$ cat src/rtl/coeff_carry_resolver.sv
// Serial carry resolver: folds redundant BIT_LEN-wide coefficients into
// WORD_LEN-wide normalized words, one coefficient per cycle, LSB first.
module coeff_carry_lane #(
    parameter int WORD_LEN = 16
) (
    input  logic                clk,
    input  logic                rst_n,
    input  logic                wr_en,
    input  logic [WORD_LEN-1:0] wr_data,
    output logic [WORD_LEN-1:0] word
);
    always_ff @(posedge clk or negedge rst_n) begin
        if (!rst_n)     word <= '0;
        else if (wr_en) word <= wr_data;
    end
endmodule

module coeff_carry_resolver #(
    parameter int NUM_ELEMENTS = 8,
    parameter int BIT_LEN      = 58,
    parameter int WORD_LEN     = 16,
    parameter int CARRY_LEN    = BIT_LEN - WORD_LEN + 1
) (
    input  logic                 clk,
    input  logic                 rst_n,
    input  logic                 in_valid,
    output logic                 in_ready,
    input  logic [BIT_LEN-1:0]   terms [NUM_ELEMENTS],
    output logic                 out_valid,
    input  logic                 out_ready,
    output logic [WORD_LEN-1:0]  words [NUM_ELEMENTS],
    output logic [CARRY_LEN-1:0] carry_out
);
    localparam int IDX_W = (NUM_ELEMENTS > 1) ? $clog2(NUM_ELEMENTS) : 1;

    typedef enum logic [1:0] {IDLE, RUN, DONE} state_t;

    state_t               state;
    logic [IDX_W-1:0]     idx;
    logic [CARRY_LEN-1:0] carry;
    logic [BIT_LEN-1:0]   term_reg [NUM_ELEMENTS];
    logic [BIT_LEN:0]     sum;
    logic [CARRY_LEN-1:0] carry_next;
    logic                 accept;
    logic                 last;

    assign accept     = in_valid && in_ready;
    assign last       = (idx == IDX_W'(NUM_ELEMENTS - 1));
    // carry is bounded below 2^(CARRY_LEN), so sum never exceeds BIT_LEN+1 bits
    assign sum        = {1'b0, term_reg[idx]} + {{WORD_LEN{1'b0}}, carry};
    assign carry_next = sum[BIT_LEN:WORD_LEN];

    always_ff @(posedge clk or negedge rst_n) begin
        if (!rst_n) begin
            for (int i = 0; i < NUM_ELEMENTS; i++) term_reg[i] <= '0;
        end else if (accept) begin
            for (int i = 0; i < NUM_ELEMENTS; i++) term_reg[i] <= terms[i];
        end
    end

    always_ff @(posedge clk or negedge rst_n) begin
        if (!rst_n) begin
            state     <= IDLE;
            idx       <= '0;
            carry     <= '0;
            carry_out <= '0;
            out_valid <= 1'b0;
            in_ready  <= 1'b1;
        end else begin
            case (state)
                IDLE: if (in_valid) begin
                    state    <= RUN;
                    idx      <= '0;
                    carry    <= '0;
                    in_ready <= 1'b0;
                end
                RUN: begin
                    carry <= carry_next;
                    if (last) begin
                        carry_out <= carry_next;
                        out_valid <= 1'b1;
                        state     <= DONE;
                    end else begin
                        idx <= idx + 1'b1;
                    end
                end
                DONE: if (out_ready) begin
                    out_valid <= 1'b0;
                    in_ready  <= 1'b1;
                    state     <= IDLE;
                end
                default: state <= IDLE;
            endcase
        end
    end

    // one word register per element, written on its RUN slot
    for (genvar i = 0; i < NUM_ELEMENTS; i++) begin : g_lane
        coeff_carry_lane #(.WORD_LEN(WORD_LEN)) u_lane (
            .clk     (clk),
            .rst_n   (rst_n),
            .wr_en   ((state == RUN) && (idx == IDX_W'(i))),
            .wr_data (sum[WORD_LEN-1:0]),
            .word    (words[i])
        );
    end
endmodule

$ cat config.mk
export PLATFORM = sky130hd
export DESIGN_NAME = coeff_carry_resolver
export DESIGN_NICKNAME = d
export VERILOG_FILES = /design/src/rtl/coeff_carry_resolver.sv
export SDC_FILE = /design/constraint.sdc
export NUM_CORES = 1
export LEC_CHECK = 0
export CAP_MARGIN = 0
export CORE_MARGIN = 8
export CORE_UTILIZATION = 38
export DETAILED_ROUTE_END_ITERATION = 16
export SLEW_MARGIN = 30
export SYNTH_ARGS = -nofsm -noshare
export SYNTH_HDL_FRONTEND = slang
export SYNTH_SLANG_ARGS = --single-unit
$ cat constraint.sdc
create_clock -name clk -period 5.1 [get_ports clk]
set_input_delay 0.765 -clock clk [delete_from_list [all_inputs] [get_ports clk]]
set_output_delay 0.765 -clock clk [all_outputs]
set_load 0.02 [all_outputs]
---- Word-level counts from Yosys, hierarchy flattened ----
Index checks and enable logic that the tools add are counted.
cells by class
  add/subtract/negate cells ............... 2
  magnitude comparators ................... 1
  eq/ne operators ......................... 13
  muxes and demuxes ....................... 18
  bitwise operators ....................... 1
  reduce and logical (&&, ||, !) cells .... 20
operator list
  kind                 count
  $bmux 58 s3          1
  $mux 58              2
  $pmux 43 s2          1
  $add 58x43->59       1
  $mux 43              1
  $eq 3x3->1 const B   4
  $reduce_and 3->1     4
  $logic_and 1x1->1    9
  $ne 2x2->1 const B   4
  $eq 3x2->1 const B   2
  $mux 2               3
  $mux 3               2
  $pmux 2 s3           1
  $pmux 3 s2           1
  $reduce_bool 2->1    3
  $ge 4x4->1 const B   1
  $mux 1               4
  $not 3->4            1
  $pmux 1 s2           2
  $reduce_and 2->1     2
  $add 3x1->3 const B  1
  $eq 3x1->1 const B   1
  $logic_not 3->1      1
  $eq 2x1->1 const B   1
  other kinds (2)      2
word-level totals
  flip-flop bits (word level) ............. 685
  input bits .............................. 468
  output and inout bits ................... 173
  logic and storage cells ................. 77

---- Depth between registers and ports, before layout ----
  depth in word-level cells ............... 6
  depth in mapped cells ................... 22
  mapped depth without buffers ............ 15

---- Modules after synthesis ----
A second synthesis with hierarchy kept.
second synthesis, totals
  cells, all modules ...................... 2377
  area, all modules ....................... 32414.8 um^2
by module, submodules not included
  module                instances  cells an instance  area each (um^2)  seq. area each (um^2)
  coeff_carry_resolver  1          2105               27219.9           13939.6
  coeff_carry_lane      8          34                 649.4             400.4

---- Least setup slack after synthesis ----
Ideal clock, no wire load.
  path kind ............................... reg-to-reg
  start point ............................. register idx[0]
  end point ............................... register carry[40]
  library setup time ...................... 122 ps
  arrival ................................. 5008 ps
  data required time ...................... 4978 ps
  slack ................................... -30 ps
  stages on the path, launching flop included .. 22
  path buffers ............................ 6
  period minus slack after synthesis ...... 5130 ps
  path through ............................ dfrtp_1 -> buf_4 -> buf_12 -> buf_4 -> buf_4 -> buf_1 -> buf_2 -> mux4_2 -> nand2_1 -> nand2_1 -> ha_1 -> inv_1 -> fa_1 -> nand2b_1 -> a21o_1 -> a31o_2 -> o31ai_4 -> a21oi_2 -> o31a_1 -> o31a_1 -> or4_1 -> a32o_1
on the way
  longest elaborated chain between the ends .. 6
ends and longest elaborated chain
  what                                         RTL line  RTL
  from (decl)                                  39        logic [IDX_W-1:0] idx;
  from (signal assigned)                       84        idx <= idx + 1'b1;
  $not 3->4 (not written as such)              50        assign sum = {1'b0, term_reg[idx]} + {{WORD_LEN{1'b0}}, carry};
  $bmux 58 s3                                  50
  $mux 58 (not written as such) (2 in series)  50
  $add 58x43->59                               50
  $pmux 43 s2                                  70        case (state)
  to (signal assigned)                         78        carry <= carry_next;
  to (decl)                                    40        logic [CARRY_LEN-1:0] carry;
No other way between the ends. The select of a mux whose other input is x is not followed.
A chain may end at the register's enable or synchronous reset.

---- Final worst setup path ----
Ends and elaborated chain as after synthesis.

==> Implementation_results.wiki <==
{| class="wikitable"
! Metric !! Value
|-
| Total routing resource utilization after global routing || 0.214
|-
| Power per standard cell area || ~820 nW/um^2
|-
| Area growth from synthesis to layout || 33.5%
|-
| Number of sinks handled by clock tree synthesis || just under 700
|-
| Count of state elements after synthesis || 685
|-
| Async S/R FF share, synth || 1.00
|-
| Run status || finished clean
|-
| Final routed DRC violation total || 0
|-
| Final-layout worst hold slack || approximately 0.067 ns
|-
| Most common flop cell mapped by yosys || sky130_fd_sc_hd__dfrtp_1
|-
| Maximum number of pins on one net before global-route repair || 110
|-
| Core outline area || roughly 82,000 um^2
|-
| Effective utilization at floorplan || 0.383
|-
| Routed wirelength normalized by instance count || between 20 and 25 um
|-
| Fraction of final layout cells sized beyond drive strength 1 || 0.256
|-
| Max-capacitance violation count || 0
|-
| Final wirelength || 102,000 um
|-
| Global route overflow || 0
|-
| Unrepaired setup endpoints after global routing || no
|-
| Syn nets || between 2,000 and 3,000
|-
| Post-layout instance count excluding filler cells || around 4,200
|-
| Quantity of gates resized following cts || 0
|-
| Largest register FFs || 464
|-
| Total count of hold-check failures in the final report || 0
|-
| Highest Clock Rate || between 200 and 250 MHz
|-
| Normalized max-slew margin || 0.358
|-
| Max IR drop VDD || 677 uV
|-
| Critical Setup Path Class || reg2reg
|-
| Utilization of the core after routing || 0.511
|-
| Post-route antenna net violation count || 0
|-
| Horizontal die dimension || about 300 um
|-
| Setup tns final || 0 ns
|-
| Most heavily used metal layer in global routing || met2
|-
| Critical path startpoint category || register
|-
| Skew-Pair Late Insertion Delay || 0.63 ns
|-
| Number of enable flip-flop cells after synthesis || 0
|-
| Final setup violating endpoints || 0
|-
| Clock buffer depth || 3
|-
| Proportion of synthesized chip area in sequential cells || 0.546
|-
| Routed via count divided by cell count || 5.26
|-
| Worst-margin pin slew || approximately 0.94 ns
|-
| Number of unique standard cell types used by synthesis || 67
|-
| Final estimated routing congestion in global placement || 0.863
|-
| GRT met1 Usage || 0.265
|-
| Syn avg cell area || 12.9 um^2
|-
| Placed standard-cell area || 39,100 um^2
|-
| Floorplan die area || 92,000 um^2
|-
| Placement Rows || approximately 110
|-
| Count of yosys warnings during synthesis || 0
|-
| Via count of the routed design || around 22,000
|-
| Detailed-routing iteration count for the pre-antenna-repair pass || 5
|-
| Synthesized area || between 30,000 and 40,000 um^2
|-
| Fin nets || ~3,600
|-
| Global-route wire length before repair || roughly 150,000 um
|-
| CTS tree || built
|-
| Count of final max-slew check failures || 0
|-
| Cell chosen for the clock root || sky130_fd_sc_hd__clkbuf_16
|-
| Chip Height || a little over 300 um
|-
| Placed wire-length estimate || roughly 77,000 um
|-
| Setup Skew || roughly 0.028 ns
|-
| Leakage power summed over all cells || ~0.018 uW
|-
| Min-delay worst type || in2async
|-
| Fin crit share || 0.939
|-
| Met2 track demand over resource || 0.356
|-
| Antenna violations before repair || 18
|-
| Crit path capture type || register
|-
| Arrival time reported for the critical path endpoint || 5.29 ns
|-
| Gate count after technology mapping || 2,435
|-
| Slack of the worst reg-to-reg path || a little over 0.3 ns
|-
| Setup bufs post-CTS || 0
|-
| Largest driver fanout on the critical path || 14
|-
| # port buffers || 640
|-
| H-tree levels || 3
|-
| Final Instance Area || approximately 42,000 um^2
|-
| Via count of the first global-routing pass || 23,800
|-
| Global routing met3 resource utilization || 0.0590
|-
| Placed cell count || 4,051
|-
| Top-level port count || 641
|-
| Cts-stage hold buffer count || 0
|-
| Iter 0 DRT Violations || between 1,000 and 1,500
|-
| TritonCTS buffer count || 79
|-
| Reg clk slew, reported paths || approximately 0.06 ns
|-
| Final critical delay including setup and external delays || 4.79 ns
|-
| Number of cells on the worst reg-to-reg path || 16
|-
| Required time reported for the critical path endpoint || 5.60 ns
|}
cells by family (layout without fill, tap and decap cells):
family	after synthesis	in the layout	share of synthesized area
other cells	0	13	0
compound gates	381	381	0.0728
mux	605	605	0.259
fa+ha+maj	50	50	0.0202
xor+xnor	43	43	0.0120
buf+inv	174	866	0.0227
simple gates	497	497	0.0672
flops	685	685	0.546
final cells by class:
| class | count | area, um^2 |
|---|---|---|
| Inverter | 25 | 93.8 |
| Fill cell | 7070 | 40100 |
| Antenna cell | 13 | 32.5 |
| Tap cell | 1070 | 1340 |
| Clock buffer | 114 | 2280 |
| Timing Repair Buffer | 697 | 7030 |
| Multi-Input combinational cell | 1576 | 13600 |
| Clock inverter | 30 | 388 |
| Sequential cell | 685 | 17200 |
per-layer routing:
| metal | vias up | share of wire |
|---|---|---|
| met2 | 733 | 0.49 |
| met1 | 11100 | 0.40 |
| met5 | - | 0.00052 |
| li1 | 10100 | - |
| met3 | 183 | 0.078 |
| met4 | 8 | 0.038 |
final timing paths:
path                               start                        to
setup / recovery                  idx[0]                 carry[40]
hold / removal                     rst_n  g_lane[7].u_lane.word[9]
setup reg to reg                  idx[0]                 carry[40]
hold reg to reg            carry_out[21]             carry_out[21]
max in group asynchronous          rst_n             term_reg[188]
min in group clk           carry_out[21]             carry_out[21]
per-stage QoR:
step,setup slack (ns),power [uW]
after floorplan,0.143,20900
after global placement,0.278,28200
after detailed placement,0.205,28800
after CTS,0.177,34800
after global routing,0.102,36700
final,0.310,34600
critical path, stage by stage, from the launching register on:
cell,delay (ns)
sky130_fd_sc_hd__dfrtp_4,0.64
sky130_fd_sc_hd__buf_12,0.23
sky130_fd_sc_hd__mux4_2,0.33
sky130_fd_sc_hd__nand2_1,0.05
sky130_fd_sc_hd__nand2_1,0.07
sky130_fd_sc_hd__ha_1,0.19
sky130_fd_sc_hd__inv_1,0.07
sky130_fd_sc_hd__fa_1,0.42
sky130_fd_sc_hd__nand2b_1,0.20
sky130_fd_sc_hd__a21o_1,0.20
sky130_fd_sc_hd__a31o_2,0.25
sky130_fd_sc_hd__o31ai_4,0.33
sky130_fd_sc_hd__a21oi_2,0.12
sky130_fd_sc_hd__o31a_1,0.35
sky130_fd_sc_hd__o31a_1,0.45
sky130_fd_sc_hd__or4_1,0.48
sky130_fd_sc_hd__a32o_1,0.27
synthesized netlist by cell type, types with 5 or more instances:
cell type                  count  area, um^2
sky130_fd_sc_hd__a211oi_1      5        37.5
sky130_fd_sc_hd__a21o_1       23         173
sky130_fd_sc_hd__a21oi_1      51         255
sky130_fd_sc_hd__a22oi_1       7        52.6
sky130_fd_sc_hd__a31o_2        8        70.1
sky130_fd_sc_hd__a31oi_1       5        31.3
sky130_fd_sc_hd__and2_1       13        81.3
sky130_fd_sc_hd__and3_1        6        37.5
sky130_fd_sc_hd__buf_1        10        37.5
sky130_fd_sc_hd__buf_2        10        50.1
sky130_fd_sc_hd__clkbuf_1    122         458
sky130_fd_sc_hd__dfrtp_1     684       17100
sky130_fd_sc_hd__ha_1         49         613
sky130_fd_sc_hd__inv_1        24        90.1
sky130_fd_sc_hd__mux2_2      472        5320
sky130_fd_sc_hd__mux2i_1      17         170
sky130_fd_sc_hd__mux4_1        5         131
sky130_fd_sc_hd__mux4_2      111        2500
sky130_fd_sc_hd__nand2_1     373        1400
sky130_fd_sc_hd__nand2b_1      9        56.3
sky130_fd_sc_hd__nand3_1      18        90.1
sky130_fd_sc_hd__nand4_1      13        81.3
sky130_fd_sc_hd__nor2_1       28         105
sky130_fd_sc_hd__nor2b_1       7        43.8
sky130_fd_sc_hd__nor3_1        8        40.0
sky130_fd_sc_hd__o21ai_0     212        1060
sky130_fd_sc_hd__o21bai_1     15         113
sky130_fd_sc_hd__o221ai_1      6        52.6
sky130_fd_sc_hd__o31ai_1       6        45.0
sky130_fd_sc_hd__or3_1         9        56.3
sky130_fd_sc_hd__xnor2_1      20         175
sky130_fd_sc_hd__xor2_1       23         201
cell usage in the layout (no fill, tap or decap), types with 22 or more instances in the layout:
| cell | count |
|---|---|
| sky130_fd_sc_hd__dfrtp_1 | 681 |
| sky130_fd_sc_hd__clkdlybuf4s50_1 | 639 |
| sky130_fd_sc_hd__mux2_2 | 472 |
| sky130_fd_sc_hd__nand2_1 | 368 |
| sky130_fd_sc_hd__o21ai_0 | 212 |
| sky130_fd_sc_hd__mux4_2 | 111 |
| sky130_fd_sc_hd__clkbuf_16 | 81 |
| sky130_fd_sc_hd__a21oi_1 | 51 |
| sky130_fd_sc_hd__ha_1 | 49 |
| sky130_fd_sc_hd__buf_4 | 42 |
| sky130_fd_sc_hd__nor2_1 | 28 |
| sky130_fd_sc_hd__inv_1 | 23 |
| sky130_fd_sc_hd__a21o_1 | 23 |
| sky130_fd_sc_hd__xor2_1 | 22 |
power by group:
part	total [uW]	internal, uW	switching (uW)
logic	18900	8130	10800
clock network	5800	3450	2360
registers	9820	8260	1560
No activity file was read; power rests on OpenSTA's default activity.
==> variant: new RTL, same settings <==
`WORD_LEN` is set to 16 in 2 places; all go to 8.
--- a/src/rtl/coeff_carry_resolver.sv
+++ b/src/rtl/coeff_carry_resolver.sv
@@ -1,7 +1,7 @@
 // Serial carry resolver: folds redundant BIT_LEN-wide coefficients into
 // WORD_LEN-wide normalized words, one coefficient per cycle, LSB first.
 module coeff_carry_lane #(
-    parameter int WORD_LEN = 16
+    parameter int WORD_LEN = 8
 ) (
     input  logic                clk,
     input  logic                rst_n,
@@ -18,7 +18,7 @@
 module coeff_carry_resolver #(
     parameter int NUM_ELEMENTS = 8,
     parameter int BIT_LEN      = 58,
-    parameter int WORD_LEN     = 16,
+    parameter int WORD_LEN     = 8,
     parameter int CARRY_LEN    = BIT_LEN - WORD_LEN + 1
 ) (
     input  logic                 clk,
Interface: changed (resized carry_out and words); port bits go from 641 to 585. No check against the original RTL was run, so the function may have changed too.
==> variant against the original RTL <==
- non-clock buffer count is 75 lower
- sequential cell count is 48 lower
- area after synthesis is 4.5% lower
- setup slack better by 0.14 ns
- sequential share of layout area is 0.70 points lower
- largest cell class unchanged
- routed wire length is 8.1% lower
- design area is 5.4% lower
- largest power group unchanged
- clock power is 3% lower
- total power is 8.0% lower
- combinational power is 10% lower
==> variant: results <==
metrics = {
    "run_status": {
        "status": "completed",
    },
    "setup_path": {
        "critPathMaxStageDelay_ns": 0.67,
        "cp_max_fo": 23,
        "cp_top_family": "simple AND/OR/NAND/NOR gates",
        "worstRegToRegCells": 14,
        "arrival_ns": 5.18,
        "critPathSlowestCell": "a2111oi_2",
    },
    "finish": {
        "fin_nets": 3429,
        "clockNetworkAreaShare_pct": 6.55,
        "inv_count": 24,
        "clock_buffers": 106,
        "fill_cells": 6772,
        "n_antenna_cell": 5,
        "multi_input_cells": 1543,
        "multi_input_area_share_pct": 33.7,
    },
    "placement": {
        "dpl.hpwl_um": 69400,
        "port_buffers": 584,
        "post-place-ws_ns": 0.460,
    },
    "global_routing": {
        "grt_start_max_net_pins": 151,
        "grt_usage_pct": 20.8,
        "grt_pass1_vias": 23092,
        "antenna_found_initial": 6,
        "grtUsageMet1_pct": 25.7,
        "grt_use_met3_pct": 4.48,
    },
    "yosys": {
        "synth.ff_latch_count": 637,
        "synth_compound_area_share_pct": 7.03,
        "synth_fp_nets": 2874,
    },
    "routing": {
        "routed_wirelength_um": 93300,
        "met2WireLength_um": 47900,
        "met1Wirelength_um": 38000,
    },
    "power_and_ir_drop": {
        "vdd_drop_max_mv": 0.395,
        "p_leak_nw": 16.9,
    },
    "clock_tree": {
        "cts_buffers": 75,
    },
    "floorplan": {
        "die_area_um2": 88100,
    },
    "timing": {
        "fin_skew_ns": 0.0290,
    },
}
variant: changes by cell type in the layout (fill, tap and decap cells not counted), sizes merged, moves of 8 or more:
cell,unedited run,this run
dfrtp,684,636
diode,13,5
clkdlybuf4s50,639,583
o21ai,214,177
buf,58,39
xnor2,20,29
clkbuf,114,106
or3,10,2
mux2i,17,6
ha,49,57
a21oi,53,65
variant: report_power, final:
group | internal, mW | switching (mW)
logic | 7.56 | 9.44
clock network | 3.50 | 2.15
registers | 7.71 | 1.45
variant: how the worst max path moves through the flow:
stage / to / slack, ns / from / cells past startpoint
final: carry_out[39]$_DFFE_PN0P_ / 0.45 / idx[0]$_DFFE_PN0P_ / 14
after global routing: carry_out[44]$_DFFE_PN0P_ / 0.13 / idx[0]$_DFFE_PN0P_ / 14
after CTS: carry_out[39]$_DFFE_PN0P_ / 0.44 / idx[0]$_DFFE_PN0P_ / 14
after detailed placement: carry_out[39]$_DFFE_PN0P_ / 0.46 / idx[0]$_DFFE_PN0P_ / 14
after global placement: carry_out[39]$_DFFE_PN0P_ / 0.57 / idx[0]$_DFFE_PN0P_ / 14
after floorplan: carry_out[30]$_DFFE_PN0P_ / 0.38 / idx[0]$_DFFE_PN0P_ / 17
variant: metrics by stage:
stage / hold slack, ns / cells
2_1_floorplan: 0.455 / 2348
6_report: 0.115 / 4011
5_1_grt: 0.149 / 4011
4_1_cts: 0.134 / 4006
3_3_place_gp: 0.464 / 3876
3_5_place_dp: 0.471 / 3876
variant: kinds of logic (layout without fill, tap and decap cells):
logic type      after synthesis  in the layout
flops                       637            637
mux                         594            594
simple gates                495            495
compound gates              347            347
buf+inv                     168            776
fa+ha+maj                    58             58
xor+xnor                     49             49
other cells                   0              5
